==> src/rtl/inc_rr_arbiter.sv <==
// inc_rr_arbiter: round-robin arbiter in front of one shared incrementer.
// Requesters present an operand plus a req bit. One of them is granted
// combinationally in the cycle its operand is captured, and the registered
// response carries a+1, the requester id and an overflow flag.
// Optional build macro: INC_RR_ARBITER_SAT_EN. When it is defined, an
// all-ones operand saturates to all-ones instead of wrapping to zero.

// Per-requester operand gate. A requester only drives the shared operand
// bus while it holds the grant, so the bus can be a plain OR of all slots.
module inc_rr_slot #(
    parameter int DATAWIDTH = 64
) (
    input  logic                 gnt,
    input  logic [DATAWIDTH-1:0] a,
    output logic [DATAWIDTH-1:0] a_gated
);
    // AND-gate the operand with this slot's grant
    assign a_gated = gnt ? a : '0;
endmodule

module inc_rr_arbiter #(
    parameter int DATAWIDTH = 64,
    parameter int NREQ      = 4,
    parameter int IDW       = 2
) (
    input  logic                      Clk,
    input  logic                      Rst,
    input  logic [NREQ-1:0]           req,
    input  logic [NREQ*DATAWIDTH-1:0] a_flat,
    output logic [NREQ-1:0]           gnt,
    output logic                      rsp_valid,
    input  logic                      rsp_ready,
    output logic [DATAWIDTH-1:0]      rsp_data,
    output logic [IDW-1:0]            rsp_id,
    output logic                      rsp_ovf
);

    generate
        if (NREQ < 2 || NREQ > 16 || IDW != $clog2(NREQ)) begin : g_bad_cfg
            $error("inc_rr_arbiter: NREQ must be 2..16 and IDW == clog2(NREQ)");
        end
    endgenerate

    // Round-robin pointer: the first requester that gets considered next time
    logic [IDW-1:0] ptr;

    // Arbitration result
    logic [IDW-1:0] sel;
    logic           found;
    logic           cap;

    // Operand path
    logic [NREQ-1:0][DATAWIDTH-1:0] a_gated;
    logic [DATAWIDTH-1:0]           a_sel;
    logic [DATAWIDTH-1:0]           inc_sum;
    logic [DATAWIDTH-1:0]           inc_res;
    logic                           inc_ovf;

    // A new operand may enter when the response slot is empty or is being
    // drained this very cycle. This lets a result hand off with no bubble.
    assign cap = (!rsp_valid || rsp_ready) && (|req) && !Rst;

    // Search ptr, ptr+1, ... modulo NREQ and take the first active request
    always_comb begin
        logic [IDW:0] idx;
        sel   = '0;
        found = 1'b0;
        idx   = '0;
        for (int k = 0; k < NREQ; k++) begin
            idx = {1'b0, ptr} + (IDW+1)'(k);
            if (idx >= (IDW+1)'(NREQ))
                idx = idx - (IDW+1)'(NREQ);
            if (!found && req[idx[IDW-1:0]]) begin
                sel   = idx[IDW-1:0];
                found = 1'b1;
            end
        end
    end

    // Grant is one-hot and only asserted in the capture cycle
    always_comb begin
        gnt = '0;
        if (cap && found)
            gnt[sel] = 1'b1;
    end

    // One gate per requester. Their OR is the single shared operand.
    genvar gi;
    generate
        for (gi = 0; gi < NREQ; gi++) begin : g_slot
            inc_rr_slot #(.DATAWIDTH(DATAWIDTH)) u_slot (
                .gnt     (gnt[gi]),
                .a       (a_flat[gi*DATAWIDTH +: DATAWIDTH]),
                .a_gated (a_gated[gi])
            );
        end
    endgenerate

    // OR-reduce the gated operands onto the shared bus
    always_comb begin
        a_sel = '0;
        for (int i = 0; i < NREQ; i++)
            a_sel = a_sel | a_gated[i];
    end

    // The shared incrementer. Overflow means the operand was all-ones.
    assign inc_sum = a_sel + DATAWIDTH'(1);
    assign inc_ovf = &a_sel;

`ifdef INC_RR_ARBITER_SAT_EN
    assign inc_res = inc_ovf ? a_sel : inc_sum;
`else
    assign inc_res = inc_sum;
`endif

    // Response register and pointer update
    always_ff @(posedge Clk) begin
        if (Rst) begin
            rsp_valid <= 1'b0;
            rsp_data  <= '0;
            rsp_id    <= '0;
            rsp_ovf   <= 1'b0;
            ptr       <= '0;
        end else if (cap) begin
            rsp_valid <= 1'b1;
            rsp_data  <= inc_res;
            rsp_id    <= sel;
            rsp_ovf   <= inc_ovf;
            ptr       <= (sel == IDW'(NREQ-1)) ? '0 : sel + IDW'(1);
        end else if (rsp_ready) begin
            // Drained with nothing new to take: empty the slot and keep the data
            rsp_valid <= 1'b0;
        end
    end

endmodule

==> config.mk <==
export PLATFORM = sky130hd
export DESIGN_NAME = inc_rr_arbiter
export DESIGN_NICKNAME = d
export VERILOG_FILES = /design/src/rtl/inc_rr_arbiter.sv
export SDC_FILE = /design/constraint.sdc
export NUM_CORES = 1
export LEC_CHECK = 0
export BUFFER_PORTS_ARGS = -buffer_cell sky130_fd_sc_hd__buf_2
export CORE_AREA = 2 2 129 131
export DETAILED_ROUTE_END_ITERATION = 6
export DIE_AREA = 0 0 131 133
export PLACE_DENSITY_LB_ADDON = 0.05
export SYNTH_ARGS = -nofsm -noshare
export SYNTH_HDL_FRONTEND = slang
export SYNTH_SLANG_ARGS = --single-unit
==> constraint.sdc <==
create_clock -name Clk -period 12.6 [get_ports Clk]
set_clock_uncertainty 0.1 [all_clocks]
set_input_delay 2.52 -clock Clk [delete_from_list [all_inputs] [get_ports Clk]]
set_output_delay 2.52 -clock Clk [all_outputs]
set_load 0.1 [all_outputs]
### After elaboration in Yosys (flattened, before gate mapping)

Index checks and enable logic that the tools add are counted.

| storage, ports and cells | value |
|---|---|
| flip-flop bits (word level) | 70 |
| output and inout port bits | 72 |

| cells by class | value |
|---|---|
| add/subtract/negate cells | 9 |
| eq/ne operators | 1 |
| reductions and logical operators | 16 |
| magnitude comparators | 10 |
| mux-type cells | 30 |
| bitwise gates (word level) | 3 |

Operators with widths:

| operator | count |
|---|---|
| 64-bit two-way mux | 4 |
| 64-bit bitwise OR | 3 |
| 64-bit by 1-bit adder with 64-bit output (second input constant) | 1 |
| 64-bit AND reduction | 1 |
| 2-bit two-way mux | 9 |
| 2-bit by 3-bit < comparator with 1-bit output (second input constant) | 5 |
| 1-bit two-way mux | 11 |
| 3-bit >= comparator (second input constant) | 3 |
| 1-bit binary-select mux with 2-bit select | 4 |
| 2-bit by 1-bit subtractor with 2-bit output (second input constant) | 4 |
| 1-bit logical AND | 7 |
| 2-bit by 2-bit adder with 3-bit output (second input constant) | 2 |
| 1-bit zero test | 5 |
| 4-bit two-way mux | 1 |
| 4-bit OR reduction | 1 |
| 2-bit by 1-bit adder with 3-bit output (second input constant) | 1 |
| 2-bit by 3-bit >= comparator with 1-bit output (second input constant) | 1 |
| 2-bit by 1-bit adder with 2-bit output (second input constant) | 1 |
| 1-bit demux with 2-bit select | 1 |
| 2-bit equality test (second input constant) | 1 |
| 2-bit by 1-bit >= comparator with 1-bit output (second input constant) | 1 |
| 2-bit nonzero test | 1 |
| 1-bit logical OR | 1 |

### Depth between registers and ports, before layout

| depth | value |
|---|---|
| depth after elaboration | 24 |
| mapped depth | 17 |

### Hierarchy

From an unflattened synthesis, not the netlist that was laid out.

| unflattened totals | value |
|---|---|
| cell total of the unflattened synthesis | 787 |
| area total of the unflattened synthesis | 6190.9 um^2 |

By module, submodules not included:

| module | cells each | area each (um^2) | times used |
|---|---|---|---|
| inc_rr_arbiter | 507 | 4149.0 | 1 |
| inc_rr_slot | 70 | 510.5 | 4 |

### Worst setup path before layout

OpenSTA, ideal clock, no wires.

| timing path | value |
|---|---|
| path kind | input to output |
| from | in req[3] |
| to | out gnt[0] |
| arrival time | 4524 ps |
| path slack | 5456 ps |
| path buffers | 6 |
| stages | 9 |
| required time | 9980 ps |
| path through | nor4_4 buf_6 buf_6 nor3_2 buf_6 clkbuf_1 clkbuf_1 and2_1 buf_4 |

| between the ends | value |
|---|---|
| longest elaborated chain between the ends | 17 |

RTL lines:

| what | RTL line | RTL |
|---|---|---|
| start, declared | 28 | `input logic [NREQ-1:0] req,` |
| 1-bit binary-select mux with 2-bit select | 73 | `if (!found && req[idx[IDW-1:0]]) begin` |
| 1-bit two-way mux (implied by the code) | 73 |  |
| 1-bit two-way mux | 73 |  |
| 1-bit zero test | 73 |  |
| 1-bit logical AND | 73 |  |
| 1-bit two-way mux | 73 |  |
| 1-bit zero test | 73 |  |
| 1-bit logical AND | 73 |  |
| 1-bit two-way mux | 73 |  |
| 1-bit zero test | 73 |  |
| 1-bit logical AND | 73 |  |
| 2-bit two-way mux | 73 |  |
| 2-bit by 3-bit < comparator with 1-bit output (implied by the code) or 2-bit by 1-bit >= comparator with 1-bit output (tied branches) | 84 | `gnt[sel] = 1'b1;` |
| 1-bit logical AND (implied by the code) | 84 |  |
| 1-bit two-way mux (implied by the code) | 84 |  |
| 1-bit demux with 2-bit select | 84 |  |
| 4-bit two-way mux * | 83 | `if (cap && found)` |
| end, declared | 30 | `output logic [NREQ-1:0] gnt,` |

Every way passes the cells marked *; elsewhere a longest branch is shown, timed or not. The select of a mux whose other input is x is not followed.

### Worst setup path in the final report

| timing path | value |
|---|---|
| from | in req[0] |
| to | out gnt[3] |

The elaborated chain is that of the path after synthesis.

==> flow_metrics.env <==
export IMPL_status="complete, no violations"
export IMPL_async_reset_ff_frac=0
export IMPL_crit_type="primary input to primary output"
export IMPL_cp_top_family="buffers and inverters"
export IMPL_synth_edff_count=0
export IMPL_hold_buffers=0
export IMPL_setup_tns_final_ns=0
export IMPL_r2r_cells=12
export IMPL_leakage_nw=3.49
export IMPL_synthFlopType="dfxtp_1"
export IMPL_critPathLaunchType="primary input"
export IMPL_maxSlewHeadroom=0.425
export IMPL_postSynthAreaPerCell_um2=8.14
export IMPL_syn2layout_area_growth_pct=35.9
export IMPL_slew_viol_final=0
export IMPL_synthCells=704
export IMPL_start_util=0.354
export IMPL_syn_area_um2=5730
export IMPL_dp_hpwl_um=20000
export IMPL_grt_use_met3=0.0562
export IMPL_synth_seq_cells=70
export IMPL_final_hold_viol_count=0
export IMPL_syn_num_nets=972
export IMPL_cp_slowest_cell="nor3_4"
export IMPL_ys_types=73
export IMPL_sw_frac_of_total=0.529
export IMPL_grt_pass1_wl_um=38300
export IMPL_power_switching_uw=684
export IMPL_required_ns=9.98
export IMPL_ir_worst_vdd_mv=0.132
export IMPL_top_usage_layer="met2"
export IMPL_clkTransAtPathRegs_ns=0.06
export IMPL_netlist_top_cells_area="dfxtp_1 (24%), a22oi_1 (15%), nand2_1 (7.8%)"
export IMPL_io_buffers=334
export IMPL_period_minus_slack_ns=6.86
export IMPL_critPathArrivalTime_ns=4.24
export IMPL_fmax_mhz=146
export IMPL_cts_buffer_depth=2
export IMPL_via_count=6900
export IMPL_holdPathStages=2
export IMPL_core_um2=16200
export IMPL_rows=47
export IMPL_drtAntennaViolNets=0
export IMPL_antenna_found_initial=5
export IMPL_ioPinCount=335
export IMPL_die_h_um=133
export IMPL_root_buffer="clkbuf_16"
export IMPL_crit_path_max_fanout=25
export IMPL_drive_gt1_frac=0.405
export IMPL_vias_per_cell=5.59
export IMPL_p_int_uw=609
export IMPL_cp_num_buf_inv=3
export IMPL_critical_path_cell_chain="buf_2 -> nor4_4 -> buf_4 -> nor3_4 -> and2_1 -> buf_2"
export IMPL_die_area_um2=17400
export IMPL_post_cts_setup_buffers=0
export IMPL_synth_largest_area_cell="dfxtp_1"
export IMPL_met2_usage=0.488
export IMPL_power_mw=1.29
export IMPL_drt_wl_total_um=25700
export IMPL_cp_depth=6
export IMPL_rsz0062_at_grt="no"
export IMPL_first_pass_iters=7
export IMPL_yosysWarningCount=0
export IMPL_routedWlPerCell_um=20.9
export IMPL_grt_remaining_overflow=0
export IMPL_use_met1=0.368
export IMPL_die_w_um=131
export IMPL_comb_power_share=0.558
export IMPL_slowest_delay_ns=0.57
export IMPL_clock_latency_ns=0.34
export IMPL_grt_pass1_vias=6734
export IMPL_crit_top_cell="buf_2"
export IMPL_clock_sinks=70
export IMPL_gp_congestion=0.886
export IMPL_tightest_slew_ns=0.863
export IMPL_yosys_cell_count_top_type="nand2_1"
export IMPL_synth_top_area_frac=0.244
export IMPL_grtUsageTotal=0.293
export IMPL_hp_class="flip-flop to flip-flop"
export IMPL_cts_made_buffers=9
export IMPL_grt_max_degree=68
export IMPL_setup_viol_count_final=0
export IMPL_seqPwrFrac=0.224
export IMPL_cts_tree="yes"
export IMPL_fin_crit_sh=0.544
export IMPL_layout_nets=1273
export IMPL_h_tree_depth=3
export IMPL_cp_end_kind="primary output"
export IMPL_drc=0
export IMPL_seq_area_frac_synth=0.244
export IMPL_cts_resized=0
export IMPL_power_frac_clock=0.219
export IMPL_synth_commonest_cells="nand2_1 (119), a22oi_1 (114), dfxtp_1 (70), nand3_1 (32), a21oi_1 (26)"
export IMPL_powerDensity_nw_per_um2=166
export IMPL_cap_violations=0
export IMPL_drt_iter0_markers=516
cell families after synthesis:
family / after synthesis / share of synthesized area
flops: 70 / 0.244
mux: 12 / 0.0223
simple gates: 277 / 0.259
fa+ha+maj: 5 / 0.0109
xor+xnor: 35 / 0.0535
compound gates: 242 / 0.346
buf+inv: 63 / 0.0640
flip-flops by register name (all words and copies together), names as in the netlist:
signal     cells
ptr            2
rsp_data      64
rsp_id         2
rsp_ovf        1
rsp_valid      1
final timing paths:
| kind | start | end | slack (ns) |
|---|---|---|---|
| max | req[0] | gnt[3] | 5.74 |
| max reg2reg | ptr[1] | rsp_data[42] | 7.69 |
| min reg2reg | rsp_data[37] | rsp_data[37] | 0.33 |
| min | rsp_data[37] | rsp_data[37] | 0.33 |
per-layer routing:
layer | up-vias | routed length [um]
li1 | 3342 | -
met1 | 3220 | 10800
met2 | 301 | 12400
met3 | 37 | 1770
met4 | 0 | 747
met5 | - | 0
layout by cell type, fill, tap and decap left out, types with 3 or more instances in the layout:
cell type | synthesis | final
nor3_2 | 5 | 4
o21ai_0 | 25 | 25
and3_1 | 10 | 10
a21o_1 | 3 | 3
a22oi_1 | 114 | 114
nor3_1 | 12 | 12
dfxtp_1 | 70 | 70
mux2i_1 | 9 | 9
nor4_1 | 6 | 6
or3_1 | 4 | 3
nor2_1 | 24 | 23
nor3b_1 | 3 | 3
nand4_2 | 4 | 4
diode_2 | 0 | 4
nand2b_1 | 3 | 3
a221oi_1 | 7 | 7
xor2_1 | 15 | 15
a2111oi_2 | 10 | 10
a22o_1 | 13 | 13
a21oi_1 | 26 | 26
xnor2_1 | 20 | 20
or4_1 | 4 | 4
nand3_1 | 32 | 32
nand2_1 | 119 | 119
buf_2 | 17 | 334
clkbuf_16 | 0 | 9
nand4_1 | 24 | 24
ha_2 | 0 | 4
a31oi_1 | 3 | 3
buf_4 | 17 | 11
inv_1 | 8 | 8
a2111oi_4 | 7 | 7
a222oi_1 | 5 | 5
and2_1 | 6 | 6
stage by stage:
step / std cells / hold slack [ns] / utilization / setup WS [ns] / area (um^2)
finish: 1234 / 0.335 / 0.482 / 5.74 / 7790
floorplan: 704 / 0.398 / - / 5.46 / 5730
global placement: 1214 / 0.323 / 0.461 / 5.64 / 7460
detailed placement: 1214 / 0.332 / 0.461 / 5.60 / 7460
CTS: 1230 / 0.340 / 0.481 / 5.75 / 7780
global route: 1234 / 0.360 / 0.482 / 5.51 / 7790
layout make-up:
class                           instances  area, um^2
Clock buffer                           10         239
Clock inverter                          6        85.1
Antenna cell                            4        10.0
Fill cell                            1680        8380
Multi-Input combinational cell        571        4000
Inverter                                8        30.0
Tap cell                              220         275
Timing Repair Buffer                  345        1750
Sequential cell                        70        1400
power groups by stage:
stage / registers, mW / logic (mW) / clock network [mW]
after floorplan: 0.583 / 0.270 / 0
after global placement: 0.293 / 0.721 / 0
after detailed placement: 0.294 / 0.720 / 0
after CTS: 0.289 / 0.722 / 0.287
after global routing: 0.293 / 0.762 / 0.297
final: 0.289 / 0.721 / 0.283
tightest hold or removal path, delay by kind of cell (launching register included):
| family | cells | cell delay, ns |
|---|---|---|
| AND/OR/NAND/NOR | 2 | 0.09 |
| flip-flops | 1 | 0.31 |
No activity file was read; power rests on OpenSTA's default activity.
